### src/rtl/iterative_multiplier_if.sv
// rtl/iterative_multiplier_if.sv - request/result bundle for the iterative multiplier
interface iterative_multiplier_if #(
  parameter int WIDTH = 32
);
  logic             start;
  logic             signedMode;
  logic [WIDTH-1:0] leftOperand;
  logic [WIDTH-1:0] rightOperand;
  logic             busy;
  logic             done;
  logic [WIDTH-1:0] resultHigh;
  logic [WIDTH-1:0] resultLow;

  modport master (
    output start, signedMode, leftOperand, rightOperand,
    input  busy, done, resultHigh, resultLow
  );

  modport slave (
    input  start, signedMode, leftOperand, rightOperand,
    output busy, done, resultHigh, resultLow
  );
endinterface

### src/rtl/iterative_multiplier.sv
// rtl/iterative_multiplier.sv - sign-magnitude shift-and-add multiplier retiring STEP bits per cycle
module iterative_multiplier #(
  parameter int WIDTH = 32,
  parameter int STEP  = 1
) (
  input  logic                  clk,
  input  logic                  reset,
  iterative_multiplier_if.slave bus
);
  localparam int CYCLES = WIDTH / STEP;
  localparam int CW     = $clog2(CYCLES + 1);

  typedef enum logic [1:0] {IDLE, RUN, FIX} state_t;

  state_t             r_state,  w_state_nxt;
  logic [CW-1:0]      r_count,  w_count_nxt;
  logic [2*WIDTH-1:0] r_acc,    w_acc_nxt;
  logic [2*WIDTH-1:0] r_mcand,  w_mcand_nxt;
  logic [WIDTH-1:0]   r_mplier, w_mplier_nxt;
  logic [WIDTH-1:0]   r_hi,     w_hi_nxt;
  logic [WIDTH-1:0]   r_lo,     w_lo_nxt;
  logic               r_neg,    w_neg_nxt;
  logic               r_busy,   w_busy_nxt;
  logic               r_done,   w_done_nxt;

  logic [WIDTH-1:0]   w_left_mag;
  logic [WIDTH-1:0]   w_right_mag;
  logic [2*WIDTH-1:0] w_addend;
  logic [2*WIDTH-1:0] w_prod;

  // Operand magnitudes; -2^(WIDTH-1) negates to itself, which is the correct unsigned magnitude
  always_comb begin
    w_left_mag  = (bus.signedMode && bus.leftOperand[WIDTH-1])  ? -bus.leftOperand  : bus.leftOperand;
    w_right_mag = (bus.signedMode && bus.rightOperand[WIDTH-1]) ? -bus.rightOperand : bus.rightOperand;
  end

  // Partial product for the STEP multiplier bits retired this cycle, plus the sign-restored final product
  always_comb begin
    w_addend = '0;
    for (int i = 0; i < STEP; i++) begin
      if (r_mplier[i]) begin
        w_addend = w_addend + (r_mcand << i);
      end
    end
    w_prod = r_neg ? -r_acc : r_acc;
  end

  // Next-state and next-register values for IDLE/RUN/FIX
  always_comb begin
    w_state_nxt  = r_state;
    w_count_nxt  = r_count;
    w_acc_nxt    = r_acc;
    w_mcand_nxt  = r_mcand;
    w_mplier_nxt = r_mplier;
    w_hi_nxt     = r_hi;
    w_lo_nxt     = r_lo;
    w_neg_nxt    = r_neg;
    w_busy_nxt   = r_busy;
    w_done_nxt   = 1'b0;
    case (r_state)
      IDLE: begin
        if (bus.start) begin
          w_mcand_nxt  = {{WIDTH{1'b0}}, w_left_mag};
          w_mplier_nxt = w_right_mag;
          w_neg_nxt    = bus.signedMode & (bus.leftOperand[WIDTH-1] ^ bus.rightOperand[WIDTH-1]);
          w_acc_nxt    = '0;
          w_count_nxt  = CW'(CYCLES);
          w_busy_nxt   = 1'b1;
          w_state_nxt  = RUN;
        end
      end
      RUN: begin
        w_acc_nxt    = r_acc + w_addend;
        w_mcand_nxt  = r_mcand << STEP;
        w_mplier_nxt = r_mplier >> STEP;
        w_count_nxt  = r_count - CW'(1);
        if (r_count == CW'(1)) begin
          w_state_nxt = FIX;
        end
      end
      FIX: begin
        w_hi_nxt    = w_prod[2*WIDTH-1:WIDTH];
        w_lo_nxt    = w_prod[WIDTH-1:0];
        w_busy_nxt  = 1'b0;
        w_done_nxt  = 1'b1;
        w_state_nxt = IDLE;
      end
      default: w_state_nxt = IDLE;
    endcase
  end

  // State and datapath registers; reset clears everything without waiting for a clock
  always_ff @(posedge clk or posedge reset) begin
    if (reset) begin
      r_state  <= IDLE;
      r_count  <= '0;
      r_acc    <= '0;
      r_mcand  <= '0;
      r_mplier <= '0;
      r_hi     <= '0;
      r_lo     <= '0;
      r_neg    <= 1'b0;
      r_busy   <= 1'b0;
      r_done   <= 1'b0;
    end else begin
      r_state  <= w_state_nxt;
      r_count  <= w_count_nxt;
      r_acc    <= w_acc_nxt;
      r_mcand  <= w_mcand_nxt;
      r_mplier <= w_mplier_nxt;
      r_hi     <= w_hi_nxt;
      r_lo     <= w_lo_nxt;
      r_neg    <= w_neg_nxt;
      r_busy   <= w_busy_nxt;
      r_done   <= w_done_nxt;
    end
  end

  assign bus.busy       = r_busy;
  assign bus.done       = r_done;
  assign bus.resultHigh = r_hi;
  assign bus.resultLow  = r_lo;
endmodule

### src/flat_wrapper.sv
// flat-port wrapper written by rule: the top's interface ports become plain ports
module iterative_multiplier_flat 
#(
  parameter int WIDTH = 32,
  parameter int STEP  = 1
)
  (clk, reset, bus_start, bus_signedMode, bus_leftOperand, bus_rightOperand, bus_busy, bus_done, bus_resultHigh, bus_resultLow);
  iterative_multiplier_if #(.WIDTH(WIDTH)) bus_i ();
  input  logic clk;
  input  logic reset;
  input wire logic [$bits(bus_i.start)-1:0] bus_start;
  input wire logic [$bits(bus_i.signedMode)-1:0] bus_signedMode;
  input wire logic [$bits(bus_i.leftOperand)-1:0] bus_leftOperand;
  input wire logic [$bits(bus_i.rightOperand)-1:0] bus_rightOperand;
  output wire logic [$bits(bus_i.busy)-1:0] bus_busy;
  output wire logic [$bits(bus_i.done)-1:0] bus_done;
  output wire logic [$bits(bus_i.resultHigh)-1:0] bus_resultHigh;
  output wire logic [$bits(bus_i.resultLow)-1:0] bus_resultLow;
  assign bus_i.start = bus_start;
  assign bus_i.signedMode = bus_signedMode;
  assign bus_i.leftOperand = bus_leftOperand;
  assign bus_i.rightOperand = bus_rightOperand;
  assign bus_busy = bus_i.busy;
  assign bus_done = bus_i.done;
  assign bus_resultHigh = bus_i.resultHigh;
  assign bus_resultLow = bus_i.resultLow;
  iterative_multiplier #(.WIDTH(WIDTH), .STEP(STEP)) u_core (.clk(clk), .reset(reset), .bus(bus_i));
endmodule
### config.mk
export PLATFORM = sky130hd
export DESIGN_NAME = iterative_multiplier_flat
export DESIGN_NICKNAME = d
export VERILOG_FILES = /design/src/rtl/iterative_multiplier_if.sv /design/src/rtl/iterative_multiplier.sv /design/src/flat_wrapper.sv
export SDC_FILE = /design/constraint.sdc
export NUM_CORES = 1
export LEC_CHECK = 0
export CAP_MARGIN = 10
export CORE_UTILIZATION = 60
export CTS_BUF_LIST = sky130_fd_sc_hd__clkbuf_2
export DETAILED_ROUTE_END_ITERATION = 12
export PLACE_DENSITY = 0.8
export SYNTH_ARGS = -nofsm -noshare
export SYNTH_HDL_FRONTEND = slang
export SYNTH_SLANG_ARGS = --single-unit
### constraint.sdc
create_clock -name clk -period 22 [get_ports clk]
set_clock_uncertainty 0.2 [all_clocks]
set_input_delay 3.3 -clock clk [delete_from_list [all_inputs] [get_ports clk]]
set_output_delay 3.3 -clock clk [all_outputs]
set_load 0.1 [all_outputs]
# [Yosys cells after proc, flatten, opt, wreduce, memory -nomap -nowiden]
# Cells that the tools add are included.
# W data, S select, Z words.
[word_totals] romBits=0 word_cells=49 ramBits=0 regBits=235 latch_bits=0 mem_count=0
[classes] eq_ne=5 div_mod_pow=0 muxes=18 reduce_logical=9 shifts=0 bitwise_logic=2 order_cmp=0 addsub=5 n_mul=0
[ops] op="$mux W64" n=4
[ops] op="$pmux W64 S2" n=2
[ops] op="$mux W32" n=3
[ops] op="$add A64 B64 Y64" n=1
[ops] op="$neg A32 Y32" n=2
[ops] op="$neg A64 Y64" n=1
[ops] op="$pmux W32 S2" n=1
[ops] op="$pmux W6 S2" n=1
[ops] op="$reduce_and A2 Y1" n=4
[ops] op="$eq A6 B1 Y1 const B" n=1
[ops] op="$mux W6" n=1
[ops] op="$sub A6 B1 Y6 const B" n=1
[ops] op="$mux W2" n=2
[ops] op="$pmux W2 S2" n=1
[ops] op="$reduce_bool A2 Y1" n=2
[ops] op="$eq A2 B1 Y1 const B" n=1
[ops] op="$eq A2 B2 Y1 const B" n=1
[ops] op="$logic_and A1 B1 Y1" n=2
[ops] op="$logic_not A2 Y1" n=1
[ops] op="$mux W1" n=2
[ops] op="$ne A2 B1 Y1 const B" n=1
[ops] op="$ne A2 B2 Y1 const B" n=1
[ops] op="$pmux W1 S2" n=1
[ops] op="$and A1 B1 Y1" n=1
[ops] op="$xor A1 B1 Y1" n=1

# [Logic depth before layout (Yosys ltp)]
# Gate-level depths: netlist of the first run.
[logic_depth] word_depth=4 depth_mapped=15 mapped_depth_nobuf=14

# [Worst setup path before layout of the first run]
# No wires, ideal clock.
[synth_timing] path_kind="input to register" start="input bus_rightOperand[4]" end="register u_core.r_mplier[29]" arrival_ns=5.390 cell_stages=10 path_buffers=0 setup_time_ns=0.104 setup_slack_ns=16.306 cell_sequence="nor3_1 -> nand2b_1 -> nor4_1 -> nand2_1 -> nor3_1 -> nand2_1 -> nor4_1 -> a31oi_1 -> xnor2_1 -> a221oi_1"
[synth_between] elab_chain_cells=4
[synth_rtl] element="start: declaration" line_no="flat_wrapper.sv:14" source="input wire logic [$bits(bus_i.rightOperand)-1:0] bus_rightOperand;"
[synth_rtl] element="$neg A32 Y32" line_no="iterative_multiplier.sv:34" source="w_right_mag = (bus.signedMode && bus.rightOperand[WIDTH-1]) ? -bus.rightOperand : bus.rightOperand;"
[synth_rtl] element="$mux W32" line_no="iterative_multiplier.sv:34"
[synth_rtl] element="$mux W32" line_no="iterative_multiplier.sv:62" source="if (bus.start) begin"
[synth_rtl] element="$pmux W32 S2" line_no="iterative_multiplier.sv:60" source="case (r_state)"
[synth_rtl] element="end signal: assignment" line_no="iterative_multiplier.sv:110" source="r_mplier <= w_mplier_nxt;"
[synth_rtl] element="end: declaration" line_no="iterative_multiplier.sv:19" source="logic [WIDTH-1:0] r_mplier, w_mplier_nxt;"
# Every way passes these cells. The select of a mux whose other input is x is not followed.
# A chain may end at the register's enable or synchronous reset.

# [Worst setup path in the final report of the first run]
[layout_timing] start="register u_core.r_lo[0], in the netlist u_core.bus.resultLow[0]" end="output bus_resultLow[0]"
[layout_rtl] element="start: declaration" line_no="iterative_multiplier.sv:21" source="logic [WIDTH-1:0] r_lo, w_lo_nxt;"
[layout_rtl] element="start signal: assignment" line_no="iterative_multiplier.sv:112" source="r_lo <= w_lo_nxt;"
[layout_rtl] element="end: declaration" line_no="flat_wrapper.sv:18" source="output wire logic [$bits(bus_i.resultLow)-1:0] bus_resultLow;"
# No word-level cell between the ends.

==> impl_metrics.yaml, run 1 <==
clock_tree:
  clkTransAtPathRegs_ns: 0.11
  holdBufCountCts: 0
  cts_tree: "yes"
  cts_root_buf: "clkbuf_2"
  clock_sinks: 235
  insertion_delay_ns: 0.92
  cts_setup_buffers: 0
  h-tree-depth: 2
  cts_resized: 0
  clk_path_buf_depth: 3
  cts_made_buffers: 60
floorplanning:
  die_h_um: 163
  core_um2: 25300
  start_util: 0.615
  io_pins: 134
  die_area_um2: 26500
  rows: 58
  die_w_um: 163
yosys:
  synth-edff-count: 0
  synth_cell_type_count: 73
  syn_nets: 1943
  postSynthCellCount: 1806
  synth-seq-cells: 235
  yosysSeqAreaShare: 0.379
  synthFlopType: "dfrtp_1"
  yosys_warnings: 0
  async_reset_ff_frac: 1.00
  synthesis.area_um2: 15500
  avgSynthCellArea_um2: 8.59
timing:
  hold_violations: 0
  max_freq_mhz: 167
  rsz0062_at_grt: "false"
  drv_slew: 0
  setup_tns_ns: 0
  period_share: 0.273
  period_minus_slack_ns: 6.00
  setup_viol: 0
  tightest_slew_ns: 1.17
  slew_headroom: 0.223
drt:
  vias_per_cell: 6.19
  wl_per_cell_um: 18.1
  vias: 14100
  drc: 0
  drt_iter0_markers: 1155
  drt_wl_total_um: 41300
  dr.pass1.iters: 5
  ant_nets: 0
finish:
  final_core_util: 0.693
  drive_gt1_frac: 0.0635
  fillers: 2096
  area_growth_pct: 12.8
  final_cells: 2285
  fin_nets: 2047
setup_path:
  crit_type: "reg2out"
  crit_path_top_delay_cell: "clkdlybuf4s50_1"
  crit_arrival_ns: 2.50
  cpLargestDelayFamily: "buffers and inverters"
  endpoint_kind: "output port"
  cp_cell_sequence: "clkdlybuf4s50_1"
  crit_buf_inv: 1
  start_kind: "flop"
  cpPeakStageDelay_ns: 1.16
  cp_max_fo: 2
  required_ns: 18.50
power:
  p_leak_nw: 7.60
  ir_drop_mv: 0.0858
  power_mw: 2.46
  p_per_area_nw_per_um2: 141
placed_design:
  gp_congestion: 0.936
  dp_hpwl_um: 30200
  post-place-cells: 2178
  portBuffers: 133
worst_hold_path:
  worstHoldPathType: "reg2reg"
global_route:
  antenna_found_initial: 1
  overflow: 0
  grt_max_degree: 131
  grt_usage: 0.316
  grt_pass1_wl_um: 67100
  grt_pass1_vias: 13500
run_status:
  status: "complete, no violations"
flow_run:
  maxCapViolations: 0
## cell families after synthesis
| kind of cell | Yosys count | synth area share |
|---|---|---|
| AND/OR/NAND/NOR | 548 | 0.173 |
| AO/OA/AOI/OAI | 635 | 0.255 |
| XOR/XNOR | 179 | 0.101 |
| adder cells (fa/ha/maj) | 69 | 0.0561 |
| buffers and inverters | 136 | 0.0330 |
| flip-flops | 235 | 0.379 |
| multiplexers | 4 | 0.00258 |
## cells in the final DEF (no fill, tap or decap), types with 5 or more instances in the layout
| cell | netlist | routed |
|---|---|---|
| and2_1 | 72 | 72 |
| o41ai_1 | 10 | 10 |
| clkdlybuf4s50_1 | 0 | 133 |
| o22ai_1 | 24 | 24 |
| a31o_2 | 5 | 5 |
| a211oi_1 | 5 | 5 |
| nand2b_1 | 11 | 11 |
| nor4_1 | 25 | 25 |
| nor3_1 | 20 | 20 |
| buf_4 | 0 | 10 |
| a21oi_1 | 117 | 117 |
| or3_1 | 10 | 10 |
| dfrtp_1 | 235 | 234 |
| a22o_1 | 39 | 39 |
| xnor2_1 | 89 | 89 |
| o21ai_1 | 9 | 8 |
| o31ai_1 | 23 | 23 |
| o21ai_0 | 236 | 236 |
| nand4_1 | 27 | 27 |
| clkinv_2 | 0 | 5 |
| inv_1 | 32 | 31 |
| ha_1 | 68 | 68 |
| xor2_1 | 90 | 90 |
| a22oi_1 | 49 | 49 |
| nand3_1 | 25 | 25 |
| nor2_1 | 80 | 79 |
| a21o_1 | 32 | 32 |
| a21boi_0 | 6 | 6 |
| a31oi_1 | 12 | 12 |
| o21bai_1 | 17 | 17 |
| nand2_1 | 227 | 225 |
| o21a_1 | 10 | 10 |
| nor2b_1 | 6 | 6 |
| clkinv_1 | 2 | 23 |
| or4_1 | 14 | 14 |
| clkbuf_2 | 0 | 75 |
| and3_1 | 7 | 7 |
## flip-flops by register name, indices dropped and copies added, names as in the netlist
register	count
u_core.r_acc	64
u_core.r_count	6
u_core.bus.busy	1
u_core.bus.done	1
u_core.bus.resultLow	32
u_core.r_neg	1
u_core.r_state	2
u_core.bus.resultHigh	32
u_core.r_mplier	32
u_core.r_mcand	64
## worst paths after layout
| check | from | to | slack, ns | depth (start not counted) |
|---|---|---|---|---|
| min in group asynchronous | reset | u_core.r_acc[55]$_DFFE_PP0P_ | 2.76 | 2 |
| min reg2reg | u_core.bus.resultHigh[5]$_DFFE_PP0P_ | u_core.bus.resultHigh[5]$_DFFE_PP0P_ | 0.28 | 2 |
| max | u_core.bus.resultLow[0]$_DFFE_PP0P_ | bus_resultLow[0] | 16.00 | 1 |
| max reg2reg | u_core.r_mplier[0]$_DFFE_PP0P_ | u_core.r_acc[58]$_DFFE_PP0P_ | 16.97 | 15 |
| min | u_core.bus.resultHigh[5]$_DFFE_PP0P_ | u_core.bus.resultHigh[5]$_DFFE_PP0P_ | 0.28 | 2 |
| max in group asynchronous | reset | u_core.r_mcand[42]$_DFFE_PP0P_ | 17.36 | 3 |
## Yosys cell counts, types with 10 or more instances
| cell | number | share of area |
|---|---|---|
| xor2_1 | 90 | 0.051 |
| o22ai_1 | 24 | 0.0097 |
| a22o_1 | 39 | 0.022 |
| or4_1 | 14 | 0.0068 |
| o21a_1 | 10 | 0.0048 |
| nor4_1 | 25 | 0.010 |
| clkbuf_1 | 94 | 0.023 |
| a21oi_1 | 117 | 0.038 |
| nand4_1 | 27 | 0.011 |
| nand3_1 | 25 | 0.0081 |
| o21ai_0 | 236 | 0.076 |
| dfrtp_1 | 235 | 0.38 |
| a22oi_1 | 49 | 0.024 |
| xnor2_1 | 89 | 0.050 |
| nor3_1 | 20 | 0.0064 |
| o21bai_1 | 17 | 0.0082 |
| inv_1 | 32 | 0.0077 |
| ha_1 | 68 | 0.055 |
| o41ai_1 | 10 | 0.0056 |
| nand2b_1 | 11 | 0.0044 |
| nor2_1 | 80 | 0.019 |
| nand2_1 | 227 | 0.055 |
| a31oi_1 | 12 | 0.0048 |
| or3_1 | 10 | 0.0040 |
| a21o_1 | 32 | 0.015 |
| and2_1 | 72 | 0.029 |
| o31ai_1 | 23 | 0.011 |
## power by group
group	switching, mW	internal (mW)	total (mW)	leakage, nW
sequential	0.177	0.589	0.766	2.95
clock	0.182	0.0969	0.279	0.377
combinational	0.930	0.486	1.42	4.28
total	1.29	1.17	2.46	7.60
## area by class of cell
type                            instances  area [um^2]  area share
Tap cell                              330          413      0.0236
Inverter                               35          139     0.00793
Clock inverter                         29          125     0.00715
Timing Repair Buffer                  143         1410      0.0803
Multi-Input combinational cell       1435         9160       0.523
Sequential cell                       235         5880       0.336
Antenna cell                            3         7.51    0.000429
Clock buffer                           75          375      0.0214
## stage by stage
| stage | setup WS (ns) | cell area [um^2] | hold slack (ns) |
|---|---|---|---|
| CTS | 15.94 | 17500 | 0.289 |
| finish | 16.00 | 17500 | 0.281 |
| global route | 15.86 | 17500 | 0.303 |
| floorplan | 12.05 | 15500 | 0.250 |
| global placement | 15.48 | 17000 | 0.259 |
| detailed placement | 15.30 | 17000 | 0.269 |
## metal layers
| metal | GRT usage | wire, um | up-vias | part of all wire |
|---|---|---|---|---|
| met5 | 0 | 0 | - | 0 |
| met2 | 0.507 | 18900 | 522 | 0.46 |
| met4 | 0.100 | 943 | 0 | 0.023 |
| met3 | 0.0583 | 2890 | 68 | 0.070 |
| met1 | 0.433 | 18600 | 6760 | 0.45 |
| li1 | - | - | 6795 | - |
Note: power is estimated with default switching activity, not from simulation.
==> inputs of run 2 (changes only) <==
--- a/config.mk
+++ b/config.mk
@@ -6,10 +6,10 @@
 export NUM_CORES = 1
 export LEC_CHECK = 0
 export CAP_MARGIN = 10
-export CORE_UTILIZATION = 60
+export CORE_UTILIZATION = 55
 export CTS_BUF_LIST = sky130_fd_sc_hd__clkbuf_2
 export DETAILED_ROUTE_END_ITERATION = 12
-export PLACE_DENSITY = 0.8
+export PLACE_DENSITY = 0.77
 export SYNTH_ARGS = -nofsm -noshare
 export SYNTH_HDL_FRONTEND = slang
 export SYNTH_SLANG_ARGS = --single-unit
==> constraint.sdc (replaced) <==
create_clock -name clk -period 5.5 [get_ports clk]
set_clock_uncertainty 0.2 [all_clocks]
set_input_delay 0.825 -clock clk [delete_from_list [all_inputs] [get_ports clk]]
set_output_delay 0.825 -clock clk [all_outputs]
set_load 0.1 [all_outputs]
==> run 2 against run 1 <==
Die area is 9.0% higher. Combinational power rose to 4.0 times the previous value. Routed wire length about the same. Via count shrank 0.98%. Largest power group unchanged. Setup slack lost 15 ns. Critical path type is now reg2reg. Highest routed layer unchanged. Worst hold slack lost 0.045 ns. Cell count is 2.1% higher. Critical path depth up 13.
==> impl_metrics.yaml, run 2 (same netlist as run 1, synthesis figures left out) <==
setup_path:
  crit_path_top_delay_cell: "dfrtp_1"
  crit_type: "reg2reg"
  endpoint_kind: "flop"
  cp_cell_sequence: "and2_1 -> ha_1 -> inv_1 -> fa_1 -> nor2b_1 -> o2111ai_1 -> a32oi_2 -> a41oi_1 -> o21ai_0 -> a21boi_1 -> o31a_1 -> a21oi_1 -> mux2i_1 -> o311ai_0"
  crit_arrival_ns: 5.27
  required_ns: 6.04
  start_kind: "flop"
  cp_max_fo: 32
  cpPeakStageDelay_ns: 0.86
finish:
  fin_area_um2: 17600
  area_growth_pct: 13.7
  final_cells: 2333
  multiInputGateArea_um2: 9160
  fin_nets: 2050
  largestRegisters: "u_core.r_acc (64), u_core.r_mcand (64)"
  regArea_um2: 5880
  mostFrequentLayoutCell: "o21ai_0"
  fillers: 2502
  drive_gt1_frac: 0.0670
  final_core_util: 0.635
  final_cell_mix: "236 x o21ai_0, 235 x dfrtp_1, 225 x nand2_1, 133 x clkdlybuf4s50_1, 117 x a21oi_1"
drt:
  drc: 0
  dr.pass1.iters: 6
  ant_nets: 0
  drt_wl_total_um: 41300
  vias: 14000
  vias_per_cell: 6.00
  drt_iter0_markers: 1170
  wl_per_cell_um: 17.7
timing:
  worst_slack_ns: 0.775
  slew_headroom: 0.239
  setup_tns_ns: 0
  period_minus_slack_ns: 4.73
  rsz0062_at_grt: "false"
  setup_viol: 0
  max_freq_mhz: 212
  hold_slack_ns: 0.236
  hold_violations: 0
  tightest_slew_ns: 1.14
  period_share: 0.859
  drv_slew: 0
global_route:
  overflow: 0
  grt_pass1_vias: 13300
  grt_usage: 0.290
  grt_pass1_wl_um: 67100
  grt_max_degree: 173
  antenna_found_initial: 1
floorplanning:
  io_pins: 134
  die_w_um: 170
  die_h_um: 170
  rows: 61
  start_util: 0.559
  core_um2: 27800
  die_area_um2: 28900
power:
  power_mw: 9.94
  ir_drop_mv: 0.237
  p_leak_nw: 7.64
  p_per_area_nw_per_um2: 563
clock_tree:
  cts_made_buffers: 59
  cts_resized: 0
  clkTransAtPathRegs_ns: 0.11
  cts_setup_buffers: 0
  clk_path_buf_depth: 3
  cts_tree: "yes"
  clock_sinks: 235
  insertion_delay_ns: 0.92
  h-tree-depth: 2
  cts_root_buf: "clkbuf_2"
  holdBufCountCts: 0
placed_design:
  place_area_um2: 17100
  gp_congestion: 0.966
  place_ws_ns: 0.841
  dp_hpwl_um: 30400
  portBuffers: 133
  post-place-cells: 2230
flow_run:
  maxCapViolations: 0
run_status:
  status: "complete, no violations"
worst_hold_path:
  worstHoldPathType: "in2async"
## run 2: changes by cell type in the layout (fill, tap and decap cells not counted), sizes merged
| cell | before | now |
|---|---|---|
| diode | 3 | 1 |
| bufinv | 0 | 2 |
| clkbuf | 75 | 81 |
| clkinv | 29 | 18 |
| clkinvlp | 0 | 3 |
| inv | 35 | 33 |
| buf | 10 | 14 |
## run 2: worst paths after layout
kind	startpoint	cells past startpoint	slack (ns)	endpoint
worst max register to register	u_core.r_mplier[0]$_DFFE_PP0P_	14	0.77	u_core.r_acc[58]$_DFFE_PP0P_
worst min register to register	u_core.bus.resultHigh[12]$_DFFE_PP0P_	2	0.28	u_core.bus.resultHigh[12]$_DFFE_PP0P_
max in group asynchronous	reset	3	3.94	u_core.r_mplier[18]$_DFFE_PP0P_
worst max-delay path	u_core.r_mplier[0]$_DFFE_PP0P_	14	0.77	u_core.r_acc[58]$_DFFE_PP0P_
min in group clk	u_core.bus.resultHigh[12]$_DFFE_PP0P_	2	0.28	u_core.bus.resultHigh[12]$_DFFE_PP0P_
worst min-delay path	reset	3	0.24	u_core.bus.resultLow[20]$_DFFE_PP0P_
## run 2: power by group
group | internal, mW | switching, mW | leakage (nW)
combinational | 1.95 | 3.70 | 4.29
sequential | 2.36 | 0.702 | 2.95
clock | 0.498 | 0.723 | 0.397
total | 4.81 | 5.13 | 7.64
## run 2: metal layers
layer,part of all wire,global-route usage,wire length (um)
met1,0.46,0.409,18900
met4,0.022,0.0909,921
met5,0,0,0
met2,0.45,0.452,18400
met3,0.073,0.0507,3020
## run 2: worst max-delay path, delay by kind of cell, from the launching register on
family	cells	cell delay, ns
AO/OA/AOI/OAI	8	2.27
adder cells (fa/ha/maj)	2	0.59
buffers and inverters	1	0.07
flip-flops	1	0.86
multiplexers	1	0.19
AND/OR/NAND/NOR	2	0.37
## run 2: layout make-up
cell class,instances,area share
flip-flops and latches,235,0.333
inverters,35,0.00766
well taps,378,0.0268
clock inverters,21,0.00822
multi-input cells,1435,0.519
clock buffers,81,0.0230
repair buffers,147,0.0821
diodes,1,0.000142
